<file path="src/rtl/adder_pkg.sv">
// Shared constants and helpers for the pipelined add/subtract unit:
// op encoding, chunk width and signed saturation bounds.
package adder_pkg;

    localparam logic OP_ADD = 1'b0;
    localparam logic OP_SUB = 1'b1;

    // Widest operand the saturation helpers can describe; callers cast down to WIDTH.
    localparam int MAX_WIDTH = 1024;
    typedef logic [MAX_WIDTH-1:0] wide_t;

    function automatic int chunk_width(input int width, input int stages);
        return width / stages;
    endfunction

    function automatic wide_t sat_min(input int width);
        return wide_t'(1) << (width - 1);
    endfunction

    function automatic wide_t sat_max(input int width);
        return sat_min(width) - wide_t'(1);
    endfunction

endpackage

</file>
<file path="src/rtl/adder_pipe_stage.sv">
// One chunk of the pipelined adder: a CH-bit add whose sum, carry-out,
// signed-overflow bit and stage valid are registered together.
module adder_pipe_stage #(
    parameter int CH = 8
) (
    input  logic          clk,
    input  logic          rst_n,
    input  logic          en,
    input  logic          valid,
    input  logic [CH-1:0] a,
    input  logic [CH-1:0] b,
    input  logic          cin,
    output logic          valid_q,
    output logic [CH-1:0] sum_q,
    output logic          cout_q,
    output logic          ovf_q
);

    logic [CH:0] total;
    logic        msb_carry;

    assign total     = {1'b0, a} + {1'b0, b} + {{CH{1'b0}}, cin};
    // Carry into the chunk's top bit; only the most significant chunk's overflow is consumed.
    assign msb_carry = a[CH-1] ^ b[CH-1] ^ total[CH-1];

    // NOTE: state updates use <= so every flop samples pre-edge values, whatever the statement order.
    always_ff @(posedge clk or negedge rst_n) begin
        if (!rst_n) begin
            valid_q <= 1'b0;
            sum_q   <= '0;
            cout_q  <= 1'b0;
            ovf_q   <= 1'b0;
        end else if (en) begin
            valid_q <= valid;
            sum_q   <= total[CH-1:0];
            cout_q  <= total[CH];
            ovf_q   <= msb_carry ^ total[CH];
        end
    end

endmodule

</file>
<file path="src/rtl/pipelined_adder_nbit.sv">
// Pipelined WIDTH-bit add/subtract unit, STAGES chunks deep, with valid/ready flow control
// and carry/overflow/zero flags. Define ADDER_SATURATE_EN to build the sat_i clamp path.
module pipelined_adder_nbit
    import adder_pkg::*;
#(
    parameter int WIDTH  = 32,
    parameter int STAGES = 4
) (
    input  logic             clk_i,
    input  logic             rst_ni,
    input  logic             valid_i,
    output logic             ready_o,
    input  logic [WIDTH-1:0] A_i,
    input  logic [WIDTH-1:0] Y_i,
    input  logic             C_i,
    input  logic             sub_i,
`ifdef ADDER_SATURATE_EN
    input  logic             sat_i,
`endif
    output logic             valid_o,
    input  logic             ready_i,
    output logic [WIDTH-1:0] Sum_o,
    output logic             c_o,
    output logic             ovf_o,
    output logic             zero_o
);

    localparam int CH = chunk_width(WIDTH, STAGES);

    logic             advance;
    logic [WIDTH-1:0] b_in;
    logic [WIDTH-1:0] a_skew_q    [STAGES];
    logic [WIDTH-1:0] b_skew_q    [STAGES];
    logic [WIDTH-1:0] low_q       [STAGES];
    logic [WIDTH-1:0] done        [STAGES];
    logic [CH-1:0]    chunk_sum   [STAGES];
    logic             chunk_cout  [STAGES];
    logic             chunk_ovf   [STAGES];
    logic             chunk_valid [STAGES];
    logic [WIDTH-1:0] final_sum;

    // A result held by the consumer freezes every stage, bubbles included.
    assign advance = !(valid_o && !ready_i);
    assign ready_o = advance;
    assign b_in    = (sub_i == OP_SUB) ? ~Y_i : Y_i;

    for (genvar k = 0; k < STAGES; k++) begin : g_stage
        logic [CH-1:0] a_chunk;
        logic [CH-1:0] b_chunk;
        logic          cin;
        logic          vin;

        if (k == 0) begin : g_first
            assign a_chunk = A_i[CH-1:0];
            assign b_chunk = b_in[CH-1:0];
            assign cin     = C_i;
            assign vin     = valid_i;
        end else begin : g_rest
            assign a_chunk = a_skew_q[k-1][k*CH +: CH];
            assign b_chunk = b_skew_q[k-1][k*CH +: CH];
            assign cin     = chunk_cout[k-1];
            assign vin     = chunk_valid[k-1];
        end

        adder_pipe_stage #(.CH(CH)) u_stage (
            .clk     (clk_i),
            .rst_n   (rst_ni),
            .en      (advance),
            .valid   (vin),
            .a       (a_chunk),
            .b       (b_chunk),
            .cin     (cin),
            .valid_q (chunk_valid[k]),
            .sum_q   (chunk_sum[k]),
            .cout_q  (chunk_cout[k]),
            .ovf_q   (chunk_ovf[k])
        );
    end

    // done[k] is the result word with chunks 0..k valid, aligned to stage k's output.
    // NOTE: every always_comb target gets a full assignment before any partial one, so no latch is inferred.
    always_comb begin
        for (int k = 0; k < STAGES; k++) begin
            done[k]              = low_q[k];
            done[k][k*CH +: CH]  = chunk_sum[k];
        end
    end

    // NOTE: the skew/deskew words are ordinary flops, not a RAM, so they are cleared like any other state.
    always_ff @(posedge clk_i or negedge rst_ni) begin
        if (!rst_ni) begin
            for (int k = 0; k < STAGES; k++) begin
                a_skew_q[k] <= '0;
                b_skew_q[k] <= '0;
                low_q[k]    <= '0;
            end
        end else if (advance) begin
            a_skew_q[0] <= A_i;
            b_skew_q[0] <= b_in;
            low_q[0]    <= '0;
            for (int k = 1; k < STAGES; k++) begin
                a_skew_q[k] <= a_skew_q[k-1];
                b_skew_q[k] <= b_skew_q[k-1];
                low_q[k]    <= done[k-1];
            end
        end
    end

`ifdef ADDER_SATURATE_EN
    localparam logic [WIDTH-1:0] SAT_MAX = WIDTH'(sat_max(WIDTH));
    localparam logic [WIDTH-1:0] SAT_MIN = WIDTH'(sat_min(WIDTH));

    logic sat_q [STAGES];

    always_ff @(posedge clk_i or negedge rst_ni) begin
        if (!rst_ni) begin
            for (int k = 0; k < STAGES; k++) sat_q[k] <= 1'b0;
        end else if (advance) begin
            sat_q[0] <= sat_i;
            for (int k = 1; k < STAGES; k++) sat_q[k] <= sat_q[k-1];
        end
    end

    // A wrapped result with MSB set came from positive overflow, and vice versa.
    always_comb begin
        final_sum = done[STAGES-1];
        if (sat_q[STAGES-1] && chunk_ovf[STAGES-1]) begin
            final_sum = done[STAGES-1][WIDTH-1] ? SAT_MAX : SAT_MIN;
        end
    end
`else
    assign final_sum = done[STAGES-1];
`endif

    always_ff @(posedge clk_i or negedge rst_ni) begin
        if (!rst_ni) begin
            valid_o <= 1'b0;
            Sum_o   <= '0;
            c_o     <= 1'b0;
            ovf_o   <= 1'b0;
            zero_o  <= 1'b0;
        end else if (advance) begin
            valid_o <= chunk_valid[STAGES-1];
            Sum_o   <= final_sum;
            c_o     <= chunk_cout[STAGES-1];
            ovf_o   <= chunk_ovf[STAGES-1];
            zero_o  <= (final_sum == '0);
        end
    end

endmodule

</file>
<file path="config.mk">
export PLATFORM = sky130hd
export DESIGN_NAME = pipelined_adder_nbit
export DESIGN_NICKNAME = d
export VERILOG_FILES = /design/src/rtl/adder_pkg.sv /design/src/rtl/adder_pipe_stage.sv /design/src/rtl/pipelined_adder_nbit.sv
export SDC_FILE = /design/constraint.sdc
export NUM_CORES = 1
export LEC_CHECK = 0
export BUFFER_PORTS_ARGS = -buffer_cell sky130_fd_sc_hd__buf_4
export CELL_PAD_IN_SITES_DETAIL_PLACEMENT = 1
export CELL_PAD_IN_SITES_GLOBAL_PLACEMENT = 1
export CORE_MARGIN = 2
export CORE_UTILIZATION = 45
export DETAILED_ROUTE_END_ITERATION = 10
export GPL_ROUTABILITY_DRIVEN = 0
export HOLD_SLACK_MARGIN = 0.08
export PLACE_DENSITY_LB_ADDON = 0.05
export SLEW_MARGIN = 20
export SYNTH_ARGS = -nofsm -noshare
export SYNTH_HDL_FRONTEND = slang
export SYNTH_SLANG_ARGS = --single-unit
export TNS_END_PERCENT = 20
</file>
<file path="constraint.sdc">
create_clock -name clk_i -period 2.6 [get_ports clk_i]
set_input_delay 0.13 -clock clk_i [delete_from_list [all_inputs] [get_ports clk_i]]
set_output_delay 0.13 -clock clk_i [all_outputs]
set_load 0.005 [all_outputs]
</file>
### After elaboration in Yosys (flattened, before gate mapping)

Index checks and enable logic that the tools add are counted.

* bits in registers: 317
* input bits: 70
* logic and storage cells: 44
* output and inout port bits: 37

* mux-type cells: 1
* $add $sub $neg: 8
* reduce and logical (&&, ||, !) cells: 4
* bitwise logic cells: 4

Operators by type and width (count)
* 8-bit by 8-bit adder with 9-bit output: 4
* 9-bit by 1-bit adder with 9-bit output: 4
* 32-bit zero test: 1
* 32-bit 2-to-1 mux: 1
* 32-bit NOT: 1
* 1-bit XOR: 3
* 1-bit zero test: 2
* 1-bit logical AND: 1

### Depth between registers and ports, before layout

Gate-level depths: netlist (run 1).

* word-level depth: 4
* depth in mapped cells: 11
* gate-level depth less buffers: 9

### By module

Synthesis (run 1) repeated with hierarchy kept, for this count alone.

* cells, all modules: 1049
* area, all modules: 10152.2 sq um

Modules (own cells, without submodules)
* pipelined_adder_nbit: cells an instance 781, times used 1, seq. area each 4504.3 sq um, area an instance 7189.4 sq um
* adder_pipe_stage: cells an instance 67, times used 4, seq. area each 275.3 sq um, area an instance 740.7 sq um

### Worst setup path before layout (run 1)

Ideal clock, no wire load.

* kind: input to register
* from: input port sub_i
* to: register g_stage[0].u_stage.cout_q
* stages: 11
* data arrival time: 2.051 ns
* setup slack: 0.426 ns
* buffers on the path: 2
* library setup time: 0.123 ns
* data required time: 2.477 ns
* cells stage by stage: clkbuf_1 -> buf_2 -> xnor2_1 -> fa_1 -> inv_1 -> fa_1 -> a21o_1 -> a21oi_1 -> o21bai_1 -> a31oi_1 -> nor3_1

* word-level cells in the longest chain between the ends: 3

RTL lines
* from (decl): line pipelined_adder_nbit.sv:16 `input logic sub_i,`
* 32-bit 2-to-1 mux: line pipelined_adder_nbit.sv:45 `assign b_in = (sub_i == OP_SUB) ? ~Y_i : Y_i;`
* 8-bit by 8-bit adder with 9-bit output: line adder_pipe_stage.sv:22 `assign total = {1'b0, a} + {1'b0, b} + {{CH{1'b0}}, cin};`
* 9-bit by 1-bit adder with 9-bit output: line adder_pipe_stage.sv:22
* to (signal assigned): line adder_pipe_stage.sv:36 `cout_q <= total[CH];`
* to (decl): line adder_pipe_stage.sv:15 `output logic cout_q,`

No other way between the ends.
A chain may end at the register's enable or synchronous reset.

### Worst setup path in the final report (run 1)

* from: register a_skew_q[56] (netlist bit)
* to: register g_stage[3].u_stage.ovf_q

* word-level cells in the longest chain between the ends: 4

RTL lines
* from (decl): line pipelined_adder_nbit.sv:32 `logic [WIDTH-1:0] a_skew_q [STAGES];`
* from (signal, indexed assignment): line pipelined_adder_nbit.sv:102 `a_skew_q[k] <= a_skew_q[k-1];`
* 8-bit by 8-bit adder with 9-bit output (*): line adder_pipe_stage.sv:22
* 9-bit by 1-bit adder with 9-bit output (*): line adder_pipe_stage.sv:22
* 1-bit XOR: line adder_pipe_stage.sv:24 `assign msb_carry = a[CH-1] ^ b[CH-1] ^ total[CH-1];`
* 1-bit XOR (*): line adder_pipe_stage.sv:37 `ovf_q <= msb_carry ^ total[CH];`
* to (signal assigned): line adder_pipe_stage.sv:37
* to (decl): line adder_pipe_stage.sv:16 `output logic ovf_q`

Mark *: on every way between the ends. The rest lies on a longest branch, timed or not.

==> results.ini, run 1 <==
[placement]
dp_hpwl_um = 15700
numPortBuffers = 106
dp_slack_ps = 224
dpl_cell_area_um2 = 10900

[finish]
fin_area_um2 = 12200
fin_util = 0.575
insertedDiodeCount = 0
synthToLayoutAreaGrowth_pct = 24.2
final_common_cell = nand2_1
final_cell_mix = nand2_1, dfrtp_1, buf_4, dlygate4sd3_1, o21ai_0
drive_above_1_share = 0.131
layout.nets = 1332
fill_cells = 2466

[sta]
finalMaxSlewViolations = 0
finalHoldViolations = 0
slew_headroom = 0.618
max_freq_mhz = 420
min_period_ps = 2380
fin_setup_tns_ps = 0
setup_viol_count_final = 0
clock_skew_ps = 9.63
max_slew.worst_pin.slew_ps = 572
period_share = 0.916
setup_ws_ps = 218
grt_setup_unrepaired = false

[drt]
vias_per_cell = 5.02
initialDrtViolationCount = 307
drc = 0
ant_nets = 0
vias = 7614
drt-pass1-iter-count = 4
drt_wl_total_um = 23900
wl_per_cell_um = 15.7

[worst_setup_path]
critPathMaxFanout = 3
critPathBufInv = 0
crit_type = flip-flop to flip-flop
endpoint_kind = flip-flop
cp.required_ps = 2990
crit_chain = fa_1 > fa_1 > a211oi_2 > nor4b_1 > a211oi_2 > xnor2_1 > a21oi_1
rrSetupSlack_ps = 220
slowest_stage = fa_1
worst-endpoint-arrival_ps = 2770
critPathTopFamily = adder cells
start_kind = flip-flop
max_stage_delay_ps = 490

[synthesis]
syn_avg_cell_area_um2 = 9.05
ys_async_sr_fraction = 1.00
ys_types = 35
synth_top_area_cell = dfrtp_1
synth.area.top_cells = dfrtp_1, nand2_1, ha_1
ys_seq_area_frac = 0.565
syn_area_um2 = 9790
synth_cells = 1082
netlist.area_leader.share = 0.565
ys_warn_count = 0
synth_edf_count = 0
synth-seq-cells = 221
synth_top_flop_cell = dfrtp_1
synth_nets = 1188

[clocking]
clockBufferDepth = 3
cts_tree = yes
post_cts_resized = 0
cts.sinks = 221
cts_inserted_buffers = 24
clk_latency_ps = 510
cts_root_buf = clkbuf_16
cts_max_level = 1
clkTransAtPathRegs_ps = 60

[global_routing]
grt_pass1_wl_um = 39800
antenna_found_initial = 0
first_global_vias = 7951
grt_max_degree = 90
grtUsageTotal = 0.216
grt.overflow.total = 0

[die]
dieWidth_um = 151
coreArea_um2 = 21200
rows = 53
ios = 107
initial_core_util = 0.463
fp.dieH_um = 151
die_area_um2 = 23000

[power]
peakVddDrop_uv = 546
cellPowerDensity_nw_per_um2 = 1190
p_leak_nw = 6.18

[status]
status = completed

[worst_hold_path]
hp-class = input pin to flip-flop

[flow_run]
cap_violations = 0

-- power breakdown --
group / switching [mW] / leakage [nW] / internal, mW
sequential: 1.03 / 2.67 / 5.00
clock: 1.33 / 0.380 / 1.96
combinational: 2.95 / 3.12 / 2.24
total: 5.31 / 6.18 / 9.20
-- metal layers --
metal / wire length (µm) / vias up / global-route usage
li1: - / 3746 / -
met1: 11300 / 3688 / 0.306
met2: 11100 / 138 / 0.349
met3: 809 / 42 / 0.0257
met4: 643 / 0 / 0.0727
met5: 0 / - / 0
-- final timing paths --
path                         startpoint                     endpoint  cells past startpoint
setup / recovery           a_skew_q[56]     g_stage[3].u_stage.ovf_q                      7
hold / removal                      C_i  g_stage[0].u_stage.sum_q[0]                      4
setup reg to reg           a_skew_q[56]     g_stage[3].u_stage.ovf_q                      7
hold reg to reg                     c_o                          c_o                      2
max in group asynchronous        rst_ni                     done[68]                      3
min in group asynchronous        rst_ni                     Sum_o[1]                      2
-- Yosys cell counts, types with 2 or more instances --
cell type    n
nand2_1    544
dfrtp_1    221
o21ai_0     45
xnor2_1     33
ha_1        28
a21oi_1     25
clkbuf_1    25
buf_2       23
nor2_1      17
xor2_1      15
a21o_1       9
nor3_1       9
nor3b_1      9
fa_1         8
nor4_1       8
inv_1        7
o21bai_1     7
a211oi_1     6
buf_1        6
nand3_1      6
a31oi_1      4
o21a_1       4
mux2i_1      3
o31ai_1      3
or4b_2       3
a211oi_2     2
and3_1       2
nand4_1      2
nor4b_1      2
-- sequential cells by signal, summed over array words and instances (netlist names) --
register and flops:
a_skew_q 48, b_skew_q 48, done 48, Sum_o 32, g_stage.u_stage.sum_q 32, g_stage.u_stage.cout_q 4
g_stage.u_stage.valid_q 4, c_o 1, g_stage.u_stage.ovf_q 1, ovf_o 1, valid_o 1, zero_o 1
-- metrics by stage --
stage | hold WS [ps] | std cells | total power [mW]
floorplan | -166 | 1082 | 9.30
global placement | 91.4 | 1424 | 11.0
detailed placement | 91.8 | 1424 | 11.2
CTS | 86.9 | 1518 | 14.7
global route | 111 | 1518 | 15.7
finish | 111 | 1518 | 14.5
-- worst min-delay path, stage by stage --
cell     delay, ps
buf_4          110
inv_1           80
fa_1           170
a21oi_1         80
-- timing repair --
item,4_1_cts,5_1_grt
hold buffers,51,0
setup buffers,0,0
endpoints found under the hold margin,271,0
-- final cells by class --
cell class | count | area [µm²] | area share
sequential | 221 | 5530 | 0.455
clock inverter | 3 | 15.0 | 0.00123
clock buffer | 40 | 752 | 0.0618
inverter | 7 | 31.3 | 0.00257
timing repair buffer | 172 | 1490 | 0.122
multi-input combinational | 800 | 4000 | 0.329
tap | 275 | 344 | 0.0283
-- cells by family after synthesis --
kind of cell    after synthesis  synth area share
compound gates              108            0.0657
buf+inv                      61            0.0263
flops                       221             0.565
mux                           3           0.00307
fa+ha+maj                    36            0.0521
xor+xnor                     48            0.0429
simple gates                605             0.245
No activity file was read; power rests on OpenSTA's default activity.
==> run 2: changes to the inputs <==
- MAX_ROUTING_LAYER: unset -> met4
==> run 2 against run 1 <==
Compared with the run above:
- first-iteration DRC count increased by 1.6%
- via count decreased by 0.26%
- utilization unchanged
- critical path type unchanged
- critical endpoint unchanged
- highest routed layer unchanged
==> results.ini, run 2 (same netlist as run 1, synthesis figures left out) <==
[status]
status = completed

[worst_setup_path]
start_kind = flip-flop
max_stage_delay_ps = 490
slowest_stage = fa_1
rr_endpoint = g_stage[3].u_stage.ovf_q
worst-endpoint-arrival_ps = 2770
endpoint_kind = flip-flop
rrSetupSlack_ps = 220
r2r_cells = 7
critPathMaxFanout = 3
r2r_start = a_skew_q[56]
cp.required_ps = 2990
crit_type = flip-flop to flip-flop
crit_chain = fa_1 > fa_1 > a211oi_2 > nor4b_1 > a211oi_2 > xnor2_1 > a21oi_1

[global_routing]
grt.overflow.total = 0
grtUsageTotal = 0.223
grt_max_degree = 90
antenna_found_initial = 0
first_global_vias = 7958
grt_pass1_wl_um = 39800

[die]
coreArea_um2 = 21200
die_area_um2 = 23000
rows = 53
initial_core_util = 0.463
dieWidth_um = 151
ios = 107
fp.dieH_um = 151

[power]
cellPowerDensity_nw_per_um2 = 1190
p_leak_nw = 6.18
peakVddDrop_uv = 546
total_power_mw = 14.5

[clocking]
cts_setup_buffers = 0
cts_hold_buf = 51
cts_tree = yes
cts_inserted_buffers = 24
cts_max_level = 1
post_cts_resized = 0
clkTransAtPathRegs_ps = 60
clockBufferDepth = 3
clk_latency_ps = 510
cts.sinks = 221
cts_root_buf = clkbuf_16

[sta]
max_freq_mhz = 420
finalHoldViolations = 0
period_share = 0.915
max_slew.worst_pin.slew_ps = 568
fin_setup_tns_ps = 0
min_period_ps = 2380
clock_skew_ps = 9.79
setup_ws_ps = 222
setup_viol_count_final = 0
slew_headroom = 0.620
grt_setup_unrepaired = false
finalMaxSlewViolations = 0

[placement]
numPortBuffers = 106
dp_hpwl_um = 15700
dp_slack_ps = 224

[finish]
final_common_cell = nand2_1
fin_util = 0.575
drive_above_1_share = 0.131
layout.nets = 1332
synthToLayoutAreaGrowth_pct = 24.2
insertedDiodeCount = 0
seq_area_um2 = 5530
multi_input_area_um2 = 4000
fill_cells = 2466
final_cell_mix = nand2_1, dfrtp_1, buf_4, dlygate4sd3_1, o21ai_0

[drt]
drt_wl_total_um = 23800
ant_nets = 0
vias = 7594
drt-pass1-iter-count = 4
wl_per_cell_um = 15.7
vias_per_cell = 5.00
drc = 0
initialDrtViolationCount = 312

[worst_hold_path]
whs_endpoint = g_stage[0].u_stage.sum_q[0]
hp-start = C_i
hp-class = input pin to flip-flop
hold_depth = 4

[flow_run]
cap_violations = 0

==> run 2: cell counts in the layout (fill, tap and decap cells not counted) <==
No cell type changed its count.
==> run 2: per-stage QoR <==
step	area (µm²)	cells	hold slack [ps]
2_1_floorplan	9790	1082	-166
3_3_place_gp	10900	1424	91.4
3_5_place_dp	10900	1424	91.8
4_1_cts	12200	1518	86.9
5_1_grt	12200	1518	111
6_report	12200	1518	109
==> run 2: layout make-up <==
class	instances	area share
flip-flops and latches	221	0.455
multi-input cells	800	0.329
repair buffers	172	0.122
clock buffers	40	0.0618
well taps	275	0.0283
inverters	7	0.00257
clock inverters	3	0.00123
==> run 2: per-layer routing <==
metal	wire [µm]	GRT usage	vias up
li1	-	-	3749
met1	11300	0.306	3670
met2	11100	0.350	131
met3	799	0.0251	44
met4	646	0.0727	0
met5	0	-	-
==> run 2: worst max-delay path, delay by kind of cell (launching register included) <==
family	cells	cell delay, ps
DFF	1	400
adders and majority gates	2	960
and+or+nand+nor	1	100
xor gates and xnor gates	1	170
AOI/OAI and AO/OA	3	620
==> run 2: worst max-delay path by stage <==
stage | slack [ps] | end | from | cells after the start
finish | 220 | g_stage[3].u_stage.ovf_q | a_skew_q[56] | 7
global route | 60 | g_stage[3].u_stage.ovf_q | a_skew_q[56] | 7
CTS | 210 | g_stage[3].u_stage.ovf_q | a_skew_q[56] | 7
detailed placement | 220 | g_stage[3].u_stage.ovf_q | a_skew_q[56] | 7
global placement | 320 | g_stage[3].u_stage.ovf_q | a_skew_q[56] | 7
floorplan | 430 | g_stage[0].u_stage.cout_q | sub_i | 11
==> run 2: report_power, final <==
part	internal, mW	switching, mW	leakage, nW
Sequential	5.00	1.03	2.67
Combinational	2.24	2.94	3.12
Clock	1.96	1.33	0.380
==> run 3: changes to the inputs <==
- PLACE_DENSITY: unset -> 0.84
- PLACE_DENSITY_LB_ADDON: 0.05 -> unset
==> run 3 against run 2 <==
Compared with the run above:
- critical path type unchanged
- largest power group unchanged
- worst setup slack improved by 12 ps
- flip-flop and latch count unchanged
- first-iteration DRC count is 58% higher
==> results.ini, run 3 (same netlist as run 1, synthesis figures left out) <==
[flow_run]
cap_violations = 0

[clocking]
cts.sinks = 221
clkTransAtPathRegs_ps = 60
clockBufferDepth = 3
cts_max_level = 1
cts_tree = yes
clk_latency_ps = 510
cts_inserted_buffers = 24
cts_root_buf = clkbuf_16

[worst_setup_path]
critPathMaxFanout = 3
cp.required_ps = 2970
start_kind = flip-flop
worst-endpoint-arrival_ps = 2740
crit_type = flip-flop to flip-flop
endpoint_kind = flip-flop

[placement]
dpl_cell_area_um2 = 10900
dp_hpwl_um = 15900
dp_slack_ps = 266
dp.cells = 1425
numPortBuffers = 106

[drt]
drt-pass1-iter-count = 4
initialDrtViolationCount = 492
ant_nets = 0
vias_per_cell = 5.21
wl_per_cell_um = 17.0
drc = 0
drt_wl_total_um = 25900
vias = 7926

[global_routing]
grt_pass1_wl_um = 43400
antenna_found_initial = 0
grtUsageTotal = 0.245
grt.overflow.total = 0
grt_max_degree = 82
first_global_vias = 8546

[die]
dieWidth_um = 151
coreArea_um2 = 21200
fp.dieH_um = 151
ios = 107
die_area_um2 = 23000
initial_core_util = 0.463
rows = 53

[sta]
fin_setup_tns_ps = 0
max_slew.worst_pin.slew_ps = 646
slew_headroom = 0.569
max_freq_mhz = 423
setup_ws_ps = 233
period_share = 0.910
grt_setup_unrepaired = false
clock_skew_ps = 8.89
finalHoldViolations = 0
min_period_ps = 2370
finalMaxSlewViolations = 0
setup_viol_count_final = 0
hold_ws_ps = 148

[finish]
fin_area_um2 = 12300
insertedDiodeCount = 0
synthToLayoutAreaGrowth_pct = 25.4
final_common_cell = nand2_1
fin_util = 0.580
layout.nets = 1335
stdcell_count = 1520
final_cell_mix = nand2_1, dfrtp_1, buf_4, dlygate4sd3_1, o21ai_0
drive_above_1_share = 0.133

[worst_hold_path]
hp-class = input pin to flip-flop

[status]
status = completed

[power]
peakVddDrop_uv = 491
p_leak_nw = 6.23
cellPowerDensity_nw_per_um2 = 1230
total_power_mw = 15.0

run 3: cell count changes in the layout (fill, tap and decap cells not counted), sizes merged:
| cell | before | now |
|---|---|---|
| clkbuf | 40 | 34 |
| bufinv | 0 | 4 |
| dlygate4sd3 | 51 | 53 |
| buf | 121 | 122 |
| clkinv | 3 | 4 |
run 3: final cells by class:
class                      count  area, µm²
timing repair buffer         175       1530
fill                        2411       8880
sequential                   221       5530
clock buffer                  34        699
inverter                       7       31.3
multi-input combinational    800       4000
tap                          275        344
clock inverter                 8        140
run 3: worst max-delay path, stage by stage, from the launching register on:
cell,delay (ps)
dfrtp_1,400
fa_1,500
fa_1,460
a211oi_2,250
nor4b_1,100
a211oi_2,280
xnor2_1,160
a21oi_1,80
run 3: layer usage:
metal / share of wire / track usage / routed length (µm) / vias to the layer above
met1: 0.42 / 0.302 / 10900 / 3949
met3: 0.044 / 0.0341 / 1130 / 50
met4: 0.029 / 0.0759 / 764 / 0
met5: 0 / - / 0 / -
met2: 0.51 / 0.420 / 13100 / 174
li1: - / - / - / 3753
run 3: worst paths after layout:
check | start | cells past startpoint | to | slack [ps]
max | a_skew_q[56] | 7 | g_stage[3].u_stage.ovf_q | 230
max in group asynchronous | rst_ni | 3 | b_skew_q[109] | 1650
min reg2reg | done[65] | 2 | done[65] | 470
min | ready_i | 5 | done[21] | 150
min in group asynchronous | rst_ni | 2 | Sum_o[0] | 200
max reg2reg | a_skew_q[56] | 7 | g_stage[3].u_stage.ovf_q | 230
run 3: where the power goes:
group	internal, mW	switching, mW
logic	2.26	3.08
clock network	2.26	1.37
registers	5.01	1.08
total	9.52	5.53
run 3: what timing repair did:
action | CTS | global route
hold endpoints to repair | 127 | 0
buffers inserted | 0 | 0
hold buffers | 53 | 0
resized for setup | 0 | 0
